### config.mk
export PLATFORM = sky130hd
export DESIGN_NAME = cla_sub_pipe
export DESIGN_NICKNAME = d
export VERILOG_FILES = /design/src/rtl/cla_sub_pipe.sv
export SDC_FILE = /design/constraint.sdc
export NUM_CORES = 1
export LEC_CHECK = 0
export ABC_AREA = 1
export ABC_CLOCK_PERIOD_IN_PS = 1600
export BUFFER_PORTS_ARGS = -buffer_cell sky130_fd_sc_hd__buf_2
export CORE_MARGIN = 4
export CORE_UTILIZATION = 35
export CTS_CLUSTER_DIAMETER = 80
export DETAILED_ROUTE_END_ITERATION = 10
export PLACE_DENSITY = 0.68
export SLEW_MARGIN = 5
export SYNTH_ARGS = -nofsm -noshare
export SYNTH_HDL_FRONTEND = slang
export SYNTH_SLANG_ARGS = --single-unit
### constraint.sdc
create_clock -name clk -period 1.6 [get_ports clk]
set_input_delay 0.08 -clock clk [delete_from_list [all_inputs] [get_ports clk]]
set_output_delay 0.08 -clock clk [all_outputs]
set_load 0.05 [all_outputs]
### src/rtl/cla_sub_pipe.sv
// cla_sub_pipe: pipelined N-bit subtractor d = x - y - Bin (mod 2^N).
// Each SIZE-bit block is a carry-lookahead adder computing x + ~y + ~Bin.
// There is one pipeline stage per block, and the borrow ripples between
// stages, one stage per cycle.
// A valid/ready handshake on both sides gives one result per cycle.
// Stalled stages hold their contents, and bubbles collapse.
// Optional feature macro: CLA_SUB_FLAGS_EN adds registered neg/zero/ovf flags.
// N must be a multiple of SIZE.
module cla_sub_pipe #(
  parameter int N    = 8,
  parameter int SIZE = 4
) (
  input  logic         clk,
  input  logic         rst,
  input  logic         in_valid,
  output logic         in_ready,
  input  logic [N-1:0] x,
  input  logic [N-1:0] y,
  input  logic         Bin,
  output logic         out_valid,
  input  logic         out_ready,
  output logic [N-1:0] d,
  output logic         Bout
`ifdef CLA_SUB_FLAGS_EN
  ,
  output logic         neg,
  output logic         zero,
  output logic         ovf
`endif
);

  localparam int BLOCKS    = N / SIZE;
  localparam int LAST      = BLOCKS - 1;
  localparam int PREV_LAST = (LAST > 0) ? LAST - 1 : 0;

  // Per-stage state. Each stage holds the following:
  //   - its valid bit;
  //   - the borrow out of its block;
  //   - the difference bits finished so far;
  //   - the full operands, of which the later stages use the upper blocks.
  logic [BLOCKS-1:0] v_q;
  logic [BLOCKS-1:0] b_q;
  logic [N-1:0]      d_q [BLOCKS];
  logic [N-1:0]      x_q [BLOCKS];
  logic [N-1:0]      y_q [BLOCKS];

  // Next-state values each stage would capture if it loads this cycle.
  logic [BLOCKS-1:0] load;
  logic [N-1:0]      d_nxt [BLOCKS];
  logic [BLOCKS-1:0] b_nxt;

  // SIZE-bit lookahead adder: returns {carry_out, sum} for a + b + cin.
  // Each carry is built from flat generate/propagate product terms, not a ripple.
  function automatic logic [SIZE:0] cla_block(
    input logic [SIZE-1:0] a,
    input logic [SIZE-1:0] b,
    input logic            cin
  );
    logic [SIZE-1:0] g;
    logic [SIZE-1:0] p;
    logic [SIZE:0]   c;
    logic            term;
    g    = a & b;
    p    = a ^ b;
    c    = '0;
    c[0] = cin;
    for (int i = 0; i < SIZE; i++) begin
      term = cin;
      for (int j = 0; j <= i; j++) term = term & p[j];
      c[i+1] = term;
      for (int j = 0; j <= i; j++) begin
        term = g[j];
        for (int k = j + 1; k <= i; k++) term = term & p[k];
        c[i+1] = c[i+1] | term;
      end
    end
    return {c[SIZE], p ^ c[SIZE-1:0]};
  endfunction

  // Ready chain: a stage loads when it, or any stage downstream of it, is empty.
  // A stage also loads when the consumer is taking the final result.
  always_comb begin
    logic any_free;
    load     = '0;
    any_free = 1'b0;
    for (int k = 0; k < BLOCKS; k++) begin
      any_free = out_ready;
      for (int j = k; j < BLOCKS; j++) any_free = any_free | ~v_q[j];
      load[k] = any_free;
    end
  end

  assign in_ready = load[0];

  // Block arithmetic for every stage.
  // Stage 0 works from the ports, with carry-in ~Bin.
  // Each later stage works from the previous stage's operands and its borrow.
  always_comb begin
    logic [SIZE-1:0] a_blk;
    logic [SIZE-1:0] y_blk;
    logic            cin;
    logic [N-1:0]    base;
    logic [SIZE:0]   res;
    int              prev;
    a_blk = '0;
    y_blk = '0;
    cin   = 1'b0;
    base  = '0;
    res   = '0;
    b_nxt = '0;
    for (int k = 0; k < BLOCKS; k++) begin
      prev = (k > 0) ? k - 1 : 0;
      if (k == 0) begin
        a_blk = x[SIZE-1:0];
        y_blk = y[SIZE-1:0];
        cin   = ~Bin;
        base  = '0;
      end else begin
        a_blk = x_q[prev][k*SIZE +: SIZE];
        y_blk = y_q[prev][k*SIZE +: SIZE];
        cin   = ~b_q[prev];
        base  = d_q[prev];
      end
      res                     = cla_block(a_blk, ~y_blk, cin);
      d_nxt[k]                = base;
      d_nxt[k][k*SIZE +: SIZE] = res[SIZE-1:0];
      b_nxt[k]                = ~res[SIZE];
    end
  end

  // Pipeline registers: a loading stage takes its predecessor's contents.
  // A stage that is not loading holds everything it has.
  always_ff @(posedge clk) begin
    if (rst) begin
      v_q <= '0;
      b_q <= '0;
      for (int k = 0; k < BLOCKS; k++) begin
        d_q[k] <= '0;
        x_q[k] <= '0;
        y_q[k] <= '0;
      end
    end else begin
      for (int k = 0; k < BLOCKS; k++) begin
        if (load[k]) begin
          v_q[k] <= (k == 0) ? in_valid : v_q[(k > 0) ? k - 1 : 0];
          b_q[k] <= b_nxt[k];
          d_q[k] <= d_nxt[k];
          x_q[k] <= (k == 0) ? x : x_q[(k > 0) ? k - 1 : 0];
          y_q[k] <= (k == 0) ? y : y_q[(k > 0) ? k - 1 : 0];
        end
      end
    end
  end

  assign out_valid = v_q[LAST];
  assign d         = d_q[LAST];
  assign Bout      = b_q[LAST];

`ifdef CLA_SUB_FLAGS_EN
  logic xs_q [BLOCKS];
  logic ys_q [BLOCKS];
  logic xs_last;
  logic ys_last;
  logic neg_q;
  logic zero_q;
  logic ovf_q;

  // Operand sign bits seen by the last stage when it loads.
  always_comb begin
    xs_last = x[N-1];
    ys_last = y[N-1];
    if (LAST > 0) begin
      xs_last = xs_q[PREV_LAST];
      ys_last = ys_q[PREV_LAST];
    end
  end

  // Sign-bit pipeline, plus flags registered together with the final difference.
  always_ff @(posedge clk) begin
    if (rst) begin
      neg_q  <= 1'b0;
      zero_q <= 1'b0;
      ovf_q  <= 1'b0;
      for (int k = 0; k < BLOCKS; k++) begin
        xs_q[k] <= 1'b0;
        ys_q[k] <= 1'b0;
      end
    end else begin
      for (int k = 0; k < BLOCKS; k++) begin
        if (load[k]) begin
          xs_q[k] <= (k == 0) ? x[N-1] : xs_q[(k > 0) ? k - 1 : 0];
          ys_q[k] <= (k == 0) ? y[N-1] : ys_q[(k > 0) ? k - 1 : 0];
        end
      end
      if (load[LAST]) begin
        neg_q  <= d_nxt[LAST][N-1];
        zero_q <= (d_nxt[LAST] == '0);
        ovf_q  <= (xs_last != ys_last) && (d_nxt[LAST][N-1] != xs_last);
      end
    end
  end

  assign neg  = neg_q;
  assign zero = zero_q;
  assign ovf  = ovf_q;
`endif

endmodule

# == After elaboration in Yosys (flattened, before gate mapping) ==
# Memory sizes are Yosys's and may differ from the RTL's.
# Cells that the tools add are included.
# classes
bitwise,63
muxes,14
# ops
operator,n
$mux 8,6
$or 1x1->1,29
$and 1x1->1,20
$xor 4x4->4,4
$and 4x4->4,2
$mux 1,8
$not 4->4,2
$not 1->1,6
# word_totals
ram_bits,48
n_memories,3
wordCells,84
output_inout_bits,11
regBits,4
# memory_table
memory,depth,width,rd,rd_ports_with_merged_regs,wr,line_no,text
d_q,2,8,2,0,2,43,logic [N-1:0] d_q [BLOCKS];
x_q,2,8,1,0,2,44,logic [N-1:0] x_q [BLOCKS];
y_q,2,8,1,0,2,45,logic [N-1:0] y_q [BLOCKS];

# == Longest topological paths before layout ==
# Gate-level depths: netlist (run 1).
# An unclocked memory read counts as a cell.
# depth
depth_word,12
depth_mapped,9

# == Least setup slack after synthesis (run 1) ==
# OpenSTA, ideal clock, no wires.
# synth_path
path_kind,register -> register
startpoint,register v_q[1]
endpoint,"memory d_q[0][0], enable pin"
t_required_ns,1.310
stages_incl_launch_ff,7
setup_ns,0.290
path_buffers,1
arrival_time_ns,1.403
setup_slack_ns,-0.093
synth_period_minus_slack_ns,1.693
cell_sequence,dfxtp_1 inv_1 nor2_4 nand2_4 nand2_4 buf_12 nand2_2
# synth_rtl
element,line_no,text
start: declaration,41,logic [BLOCKS-1:0] v_q;
start signal: indexed assignment,145,v_q[k] <= (k == 0) ? in_valid : v_q[(k > 0) ? k - 1 : 0];
end: declaration,43,

==> metrics.cfg, run 1 <==
[synthesis]
synth-edff-count = 20
ys.flop_type = edfxtp_1
yosysWarnings = 0
synthSimpleGateAreaFrac_pct = 22.2
synth.most_common_cell = inv_1
syn_avg_cell_area_um2 = 9.62
ys_top_cells_by_area = edfxtp_1 46%, ha_1 9.5%, inv_1 9.1%
syn_area_um2 = 1320
synth.net_count = 170
synth_top_family_by_area = simple AND/OR/NAND/NOR gates
synth_adder_area_share_pct = 12.5
ys_top_cells_by_count = 32 x inv_1, 22 x nand2_1, 21 x nor2_1, 20 x edfxtp_1, 10 x ha_1
ys_seq_area_share_pct = 51.7
synth.top_cell.area_share_pct = 45.6
synth_mux_area_share_pct = 0
yosys.area_share.xor_xnor_pct = 1.33
ys_types = 21
synth_top_cell_by_area = edfxtp_1
synth-seq-cells = 24
synth_cells = 137
synthArstFlopShare_pct = 0
synth-compound-area-share_pct = 0.760

[die]
die-area_um2 = 4810
ios = 32
start_util_pct = 36.0
die_h_um = 69.4
core_area_um2 = 3660
num_rows = 22
die_w_um = 69.4

[sta]
tightest_slew_ns = 0.337
finalCritPeriodShare_pct = 96.4
relSlewSlack_pct = 77.5
min_period_ns = 1.54
fmax_mhz = 648
setup_viol = 0
setup_slack_ns = 0.0573
hold_ws_ns = 0.0340
fin_skew_ns = 0.00371
finalHoldViolations = 0
setup_tns_ns = 0
final-max-slew-violation-count = 0

[pwr]
p_per_area_nw_per_um2 = 996
leakage_nw = 0.817
vdd_drop_max_uv = 286
p_total_mw = 1.58

[clocking]
cts_htree_levels = 1
cts_root_buf = clkbuf_8
clock_path_buffers = 2
clkLatencyLatePin_ns = 0.26
hold_buffers = 0
clk_pin_slew_worst_paths_ns = 0.08
cts_tree = done
cts_made_buffers = 3
cts.sink_count = 24

[detailed_routing]
drc_errors = 0
wirelength_mm = 2.10
drt_iter0_drc = 41
wire_per_inst_um = 9.55
num_vias = 900
drt-pass1-iter-count = 4
postRouteAntennaNets = 0
via_per_inst = 4.09

[critical_path]
arrival_ns = 1.57
required_ns = 1.63
path_max_fanout = 3
worstSetupPathType = flop to flop
setup.worst_path.end_class = flop
start_kind = flop

[place]
gp_congestion = 0.719
hpwl_mm = 1.68
portBuffers = 31
dp_slack_ns = 0.0399
place_inst = 215

[global_routing]
antenna_found_initial = 0
grt_pass1_wl_mm = 3.53
grt_pass1_vias = 880
grt_overflow = 0
grt_max_degree = 14
track_usage_pct = 8.97

[final_layout]
final_cells = 220
fin_nets = 206
drive_above_1_share_pct = 27.9
areaGrowthSynthToFinish_pct = 20.2
diodes = 0

[run_status]
status = complete, no violations

[min_path]
hold_path_class = input port to flop

[flow_run]
maxCapViolations = 0

flip-flops by register name (all words and copies together) (netlist names):
name and flops:
b_q 2, d_q 12, v_q 2, x_q 4, y_q 4
stage by stage:
step	cell area (µm²)	utilization [%]
after floorplan	1320	-
after global placement	1510	41.4
after detailed placement	1510	41.4
after CTS	1560	42.6
after global routing	1580	43.3
final	1580	43.3
final cells by class:
class	instances	area, µm²
Inverter	33	124
Multi-Input combinational cell	78	503
Timing Repair Buffer	33	170
Clock buffer	4	45.0
Fill cell	367	2080
Sequential cell	24	682
Tap cell	48	60.1
power by group:
part	internal [mW]	switching, mW
clock	0.178	0.183
sequential	0.761	0.0245
combinational	0.136	0.296
placed cells by master (no fill, tap or decap), drive strengths merged:
cell,count
fa,2
nand4,2
nand3,10
dfxtp,4
buf,33
nand2,25
edfxtp,20
xor2,2
inv,33
clkbuf,4
a21oi,2
nor3b,1
nor2,23
nor3,1
ha,10
worst paths after layout:
path	from	endpoint	slack, ns	depth (start not counted)
worst min-delay path	in_valid	v_q[0]	0.03	3
worst max-delay path	y_q[0][4]	d_q[0][15]	0.06	9
worst min register to register	b_q[1]	b_q[1]	0.48	2
worst max register to register	y_q[0][4]	d_q[0][15]	0.06	9
cells by family (layout without fill, tap and decap cells):
group | after synthesis | count (layout)
and+or+nand+nor | 62 | 62
buffers and inverters | 35 | 70
DFF | 24 | 24
adders and majority gates | 12 | 12
AOI/OAI and AO/OA | 2 | 2
xor gates and xnor gates | 2 | 2
critical path, cell delays in order, from the launching register on:
cell and delay (ns):
edfxtp_1 0.41, inv_1 0.12, ha_4 0.21, ha_2 0.17
nand2_1 0.07, nand3_2 0.08, nand2_2 0.08, nand3_1 0.07
nand2_1 0.06, nor2_1 0.03
what timing repair did:
action                     4_1_cts  5_1_grt
resized for setup                0        3
setup endpoints to repair        0        1
buffers inserted                 0        1
metal layers:
layer	track usage [%]	part of all wire, %
met1	11.7	49
met2	13.3	42
met3	1.01	5.4
met4	7.16	3.4
met5	0	0
Power figures use the tool's default switching activity.
==> inputs of run 2 (changes only) <==
--- a/config.mk
+++ b/config.mk
@@ -6,7 +6,7 @@
 export NUM_CORES = 1
 export LEC_CHECK = 0
 export ABC_AREA = 1
-export ABC_CLOCK_PERIOD_IN_PS = 1600
+export ABC_CLOCK_PERIOD_IN_PS = 2000
 export BUFFER_PORTS_ARGS = -buffer_cell sky130_fd_sc_hd__buf_2
 export CORE_MARGIN = 4
 export CORE_UTILIZATION = 35
==> constraint.sdc (replaced) <==
create_clock -name clk -period 2 [get_ports clk]
set_input_delay 0.1 -clock clk [delete_from_list [all_inputs] [get_ports clk]]
set_output_delay 0.1 -clock clk [all_outputs]
set_load 0.05 [all_outputs]
==> run 2 against run 1 <==
Clock skew down 0.0024 ns. Die area unchanged. Non-clock buffer count shrank 2. Clock power is 22% lower. Hold slack improved by 0.018 ns. Global-route usage shrank 0.58 points. Highest routed layer unchanged.
==> metrics.cfg, run 2 (synthesized netlist as in run 1, its figures left out) <==
[sta]
fmax_mhz = 632  ; -2.5%
min_period_ns = 1.58  ; +0.0392 ns
setup_viol = 0  ; unchanged
setup_slack_ns = 0.418  ; +0.361 ns
tightest_slew_ns = 0.347  ; +0.0105 ns
final-max-slew-violation-count = 0  ; unchanged
setup_tns_ns = 0  ; unchanged
rsz0062_at_grt = no
relSlewSlack_pct = 76.8  ; -0.70 points
finalHoldViolations = 0  ; unchanged
hold_ws_ns = 0.0515  ; +0.0176 ns
finalCritPeriodShare_pct = 79.1  ; -17 points
fin_skew_ns = 0.00135  ; -0.00236 ns

[final_layout]
fin_nets = 204  ; -0.97%
reg_top3 = d_q x12, x_q x4, y_q x4
fin_area_um2 = 1550  ; -2.1%
fillers = 357  ; -2.7%
largest_reg_flops = 12  ; unchanged
drive_above_1_share_pct = 24.7  ; -3.2 points
diodes = 0  ; unchanged
final_cell_mix = 32 x inv_1, 31 x buf_2, 22 x nand2_1
layout_commonest_cell = inv_1
areaGrowthSynthToFinish_pct = 17.7
top_register = d_q

[detailed_routing]
drt-pass1-iter-count = 4  ; unchanged
postRouteAntennaNets = 0  ; unchanged
num_vias = 877  ; -2.6%
via_per_inst = 4.02  ; -1.7%
wire_per_inst_um = 9.09  ; -4.8%
wirelength_mm = 1.98  ; -5.7%
drc_errors = 0  ; unchanged
drt_iter0_drc = 29  ; -29%

[global_routing]
grt_util_met3_pct = 1.74  ; +0.72 points
use_met1_pct = 11.6  ; -0.091 points
grt_pass1_vias = 830  ; -5.7%
track_usage_pct = 8.39  ; -0.58 points
grt_overflow = 0  ; unchanged
antenna_found_initial = 0  ; unchanged
met2_usage_pct = 12.8  ; -0.53 points
grt_pass1_wl_mm = 3.39  ; -3.9%
busiest_layer = met2
grt_max_degree = 22  ; +8

[die]
die_w_um = 69.4  ; unchanged
num_rows = 22  ; unchanged
die-area_um2 = 4810  ; unchanged
ios = 32  ; unchanged
start_util_pct = 36.0  ; unchanged
core_area_um2 = 3660  ; unchanged
die_h_um = 69.4  ; unchanged

[clocking]
cts_tree = done
cts_root_buf = clkbuf_8
clk_pin_slew_worst_paths_ns = 0.08  ; about the same
clkLatencyLatePin_ns = 0.26  ; about the same
cts_resized = 0  ; unchanged
cts_htree_levels = 1  ; unchanged
cts.sink_count = 24  ; unchanged
cts_made_buffers = 3  ; unchanged
hold_buffers = 0  ; unchanged
post_cts_buffers = 0  ; unchanged
clock_path_buffers = 2  ; unchanged

[critical_path]
path_max_fanout = 3  ; unchanged
slowest_stage = edfxtp_1
arrival_ns = 1.60  ; +0.03 ns
crit_chain = ha_1 > ha_1 > nand2_1 > nand3_2 > nand2_1 > nand3_1 > nand2_1 > nor2_1
required_ns = 2.02  ; +0.39 ns
worstSetupPathType = flop to flop
crit_top_cell = nand2_1
setup.worst_path.end_class = flop
start_kind = flop
critPathMaxStageDelay_ns = 0.40  ; about the same
r2r_cells = 8  ; -1

[place]
hpwl_mm = 1.59  ; -5.1%
portBuffers = 31  ; unchanged
dp_slack_ns = 0.428  ; +0.388 ns
gp_congestion = 0.718  ; -0.17%
dpl_cell_area_um2 = 1510  ; -0.58%

[min_path]
hold_path_depth = 3  ; unchanged
hold_path_class = input port to flop

[pwr]
p_per_area_nw_per_um2 = 802  ; -19%
leakage_nw = 0.809  ; -1.1%
vdd_drop_max_uv = 281  ; -1.6%

[run_status]
status = complete, no violations

[flow_run]
maxCapViolations = 0  ; unchanged

run 2: cell types whose count changed in the layout (fill, tap and decap cells not counted), sizes merged:
cell	delta
buf	-2
clkbuf	-1
clkinv	+1
run 2: per-stage QoR:
| step | utilization [%] | total power, mW | std cells |
|---|---|---|---|
| CTS | 42.3 | 1.25 | 218 |
| global placement | 41.1 | 0.968 | 214 |
| global route | 42.3 | 1.32 | 218 |
| floorplan | - | 0.902 | 137 |
| detailed placement | 41.1 | 0.975 | 214 |
| finish | 42.3 | 1.24 | 218 |
run 2: critical path, delay by kind of cell (launching register included):
kind          cells  cell delay, ns
simple gates      6            0.42
flops             1            0.40
fa+ha+maj         2            0.53
run 2: path summary, 6_finish.rpt:
| check | startpoint | slack [ns] | end |
|---|---|---|---|
| min | in_valid | 0.05 | v_q[0] |
| max | x_q[0][4] | 0.42 | d_q[0][15] |
| max reg2reg | x_q[0][4] | 0.42 | d_q[0][15] |
| min reg2reg | b_q[1] | 0.48 | b_q[1] |
run 2: final cells by class:
cell class                      count  area, µm²  area share, %
Clock buffer                        3       41.3           2.66
Clock inverter                      1       3.75          0.242
Inverter                           33        124           7.99
Multi-Input combinational cell     78        485           31.3
Sequential cell                    24        681           43.9
Tap cell                           48       60.1           3.87
Timing Repair Buffer               31        155           10.0
run 2: metal layers:
metal	vias to the layer above	share of wire [%]
met5	-	0
met1	351	51
met4	0	1.2
li1	491	-
met3	2	7.3
met2	33	40
run 2: power breakdown:
part / switching (mW) / internal (mW)
Combinational: 0.232 / 0.102
Sequential: 0.0187 / 0.608
Clock: 0.145 / 0.137
Total: 0.396 / 0.848
==> inputs of run 3 (changes only) <==
--- a/config.mk
+++ b/config.mk
@@ -5,14 +5,14 @@
 export SDC_FILE = /design/constraint.sdc
 export NUM_CORES = 1
 export LEC_CHECK = 0
-export ABC_AREA = 1
-export ABC_CLOCK_PERIOD_IN_PS = 2000
+export ABC_AREA = 0
+export ABC_CLOCK_PERIOD_IN_PS = 1300
 export BUFFER_PORTS_ARGS = -buffer_cell sky130_fd_sc_hd__buf_2
 export CORE_MARGIN = 4
 export CORE_UTILIZATION = 35
 export CTS_CLUSTER_DIAMETER = 80
 export DETAILED_ROUTE_END_ITERATION = 10
-export PLACE_DENSITY = 0.68
+export PLACE_DENSITY = 0.71
 export SLEW_MARGIN = 5
 export SYNTH_ARGS = -nofsm -noshare
 export SYNTH_HDL_FRONTEND = slang
==> constraint.sdc (replaced) <==
create_clock -name clk -period 1.3 [get_ports clk]
set_input_delay 0.065 -clock clk [delete_from_list [all_inputs] [get_ports clk]]
set_output_delay 0.065 -clock clk [all_outputs]
set_load 0.05 [all_outputs]
==> run 3 against run 2 <==
The run now ends with negative setup slack left. Utilization rose by 4.8 points. Clock skew rose by 0.013 ns. Global-route usage rose by 3.8 points. Power rose by 38%. Critical path depth fell by 3. Fmax fell by 1.6%. Combinational power rose by 34%. Count of clock-buffer cells in the layout did not move. Synthesized area fell by 6.8%. Sequential cell count did not move. Register-to-register slack got worse by 0.73 ns. Largest cell class unchanged.
==> metrics.cfg, run 3 <==
[run_status]
status = complete, but fails checks
violations = negative setup slack

[place]
portBuffers = 31  ; unchanged
dp_slack_ns = -0.288  ; -0.716 ns
place_inst = 191  ; -11%
hpwl_mm = 1.96  ; +24%
gp_congestion = 0.748  ; +4.2%

[clocking]
cts_root_buf = clkbuf_4
clkLatencyLatePin_ns = 0.32  ; +0.06 ns
cts.sink_count = 24  ; unchanged
cts_tree = done
clk_pin_slew_worst_paths_ns = 0.13  ; +0.05 ns
clock_path_buffers = 2  ; unchanged
cts_made_buffers = 3  ; unchanged
cts_htree_levels = 1  ; unchanged

[detailed_routing]
num_vias = 929  ; +5.9%
via_per_inst = 4.72  ; +17%
dr_wl_met3_um = 101  ; -30%
postRouteAntennaNets = 0  ; unchanged
routed.top_layer = met4
wirelength_mm = 2.52  ; +27%
drc_errors = 0  ; unchanged
drt_iter0_drc = 32  ; +10%
wl_met2_mm = 1.34  ; +69%
wire_per_inst_um = 12.8  ; +41%
m1WireLength_mm = 1.00  ; -1.3%
drt-pass1-iter-count = 4  ; unchanged

[sta]
finalHoldViolations = 0  ; unchanged
final-max-slew-violation-count = 0  ; unchanged
min_period_ns = 1.61  ; +0.0261 ns
relSlewSlack_pct = 74.5  ; -2.3 points
fmax_mhz = 622  ; -1.6%
finalCritPeriodShare_pct = 124  ; +45 points
setup_viol = 5  ; +5
fin_skew_ns = 0.0139  ; +0.0125 ns
rsz0062_at_grt = yes
setup_slack_ns = -0.308  ; -0.726 ns
hold_ws_ns = 0.0412  ; -0.0103 ns
tightest_slew_ns = 0.383  ; +0.0352 ns

[global_routing]
antenna_found_initial = 0  ; unchanged
grt_max_degree = 17  ; -23%
track_usage_pct = 12.2  ; +3.8 points
grt_pass1_vias = 960  ; +16%
grt_overflow = 0  ; unchanged
grt_pass1_wl_mm = 4.11  ; +21%

[critical_path]
required_ns = 1.38  ; -0.64 ns
setup.worst_path.end_class = flop
path_max_fanout = 3  ; unchanged
start_kind = flop
arrival_ns = 1.69  ; +0.09 ns
worstSetupPathType = flop to flop

[synthesis]
synth.top_cell.area_share_pct = 48.9  ; +3.3 points
synth_top_cell_by_area = edfxtp_1
syn_area_um2 = 1230  ; -6.8%
synth.most_common_cell = edfxtp_1
synth_cells = 106  ; -23%
synth-edff-count = 20  ; unchanged
synthArstFlopShare_pct = 0  ; unchanged
ys_types = 24  ; +14%
synth-seq-cells = 24  ; unchanged
ys_seq_area_share_pct = 55.5  ; +3.8 points
ys_top_cells_by_area = edfxtp_1 49%, ha_1 10%, dfxtp_1 6.5%
ys_top_cells_by_count = 20 x edfxtp_1, 14 x inv_1, 12 x and3_1, 10 x ha_1, 8 x nor2_1
yosysWarnings = 0  ; unchanged
synth.net_count = 139  ; -18%
syn_avg_cell_area_um2 = 11.6  ; +20%
ys.flop_type = edfxtp_1

[final_layout]
areaGrowthSynthToFinish_pct = 29.2
fillers = 325  ; -9.0%
drive_above_1_share_pct = 36.4  ; +12 points
fin_nets = 185  ; -9.3%
reg_top3 = d_q x12, x_q x4, y_q x4
largest_reg_flops = 12  ; unchanged
final_cell_mix = 30 x buf_2, 20 x edfxtp_1, 13 x inv_1
layout_commonest_cell = buf_2
diodes = 0  ; unchanged
final_cells = 197  ; -9.6%
top_register = d_q

[die]
die_w_um = 67.2  ; -3.1%
start_util_pct = 36.5  ; +0.51 points
num_rows = 21  ; -4.5%
die_h_um = 67.2  ; -3.1%
ios = 32  ; unchanged
die-area_um2 = 4520  ; -6.1%
core_area_um2 = 3360  ; -8.1%

[pwr]
leakage_nw = 0.771  ; -4.6%
vdd_drop_max_uv = 345  ; +23%
p_per_area_nw_per_um2 = 1080  ; +35%

[min_path]
hold_path_class = input port to flop

[flow_run]
maxCapViolations = 0  ; unchanged

## run 3: worst paths after layout
path              slack (ns)      start  cells after the start    endpoint
setup / recovery       -0.31  x_q[0][4]                      5  d_q[0][15]
hold / removal          0.04       x[4]                      2   x_q[0][4]
setup reg to reg       -0.31  x_q[0][4]                      5  d_q[0][15]
hold reg to reg         0.52     v_q[0]                      2      v_q[1]
## run 3: logic make-up (layout without fill, tap and decap cells)
| group | count (synthesis) | in the layout | synth area share, % |
|---|---|---|---|
| fa+ha+maj | 12 | 12 | 13.5 |
| flops | 24 | 24 | 55.5 |
| compound gates | 15 | 15 | 8.46 |
| simple gates | 36 | 36 | 15.9 |
| xor+xnor | 2 | 2 | 1.43 |
| buf+inv | 17 | 62 | 5.30 |
## run 3: where the power goes
| group | internal, mW | switching, mW |
|---|---|---|
| registers | 0.910 | 0.0247 |
| logic | 0.164 | 0.282 |
| clock network | 0.112 | 0.218 |
## run 3: metal layers
metal,track usage [%],vias to the layer above
li1,-,469
met1,13.8,432
met2,21.6,23
met3,0.998,5
met4,8.35,0
met5,0,-
## run 3: critical path, stage by stage, from the launching register on
cell and delay, ns:
edfxtp_1 0.42, ha_1 0.31, ha_2 0.19, o211ai_1 0.24
a21o_1 0.16, a21oi_1 0.05
## run 3: repair_timing
item,CTS,global route
hold buffers,1,0
endpoints found under the setup margin,6,6
setup buffers,1,1
gates resized for setup,4,3
endpoints found under the hold margin,1,0
pin swaps,2,2
## run 3: final cells by class
cell class,count,area [µm²],share of cell area (%)
inverter,14,52.6,3.31
clock inverter,1,3.75,0.237
multi-input combinational,65,502,31.6
sequential,24,686,43.3
clock buffer,3,22.5,1.42
timing repair buffer,44,262,16.5
tap,46,57.6,3.63
## run 3: metrics by stage
stage	setup TNS (ns)	instance area, µm²	power (mW)	utilization (%)
floorplan	-0.925	1240	1.26	-
global placement	-0.820	1520	1.36	45.2
detailed placement	-1.21	1520	1.39	45.2
global route	-1.37	1590	1.79	47.1
finish	-1.02	1590	1.71	47.1
CTS	-0.967	1570	1.71	46.7
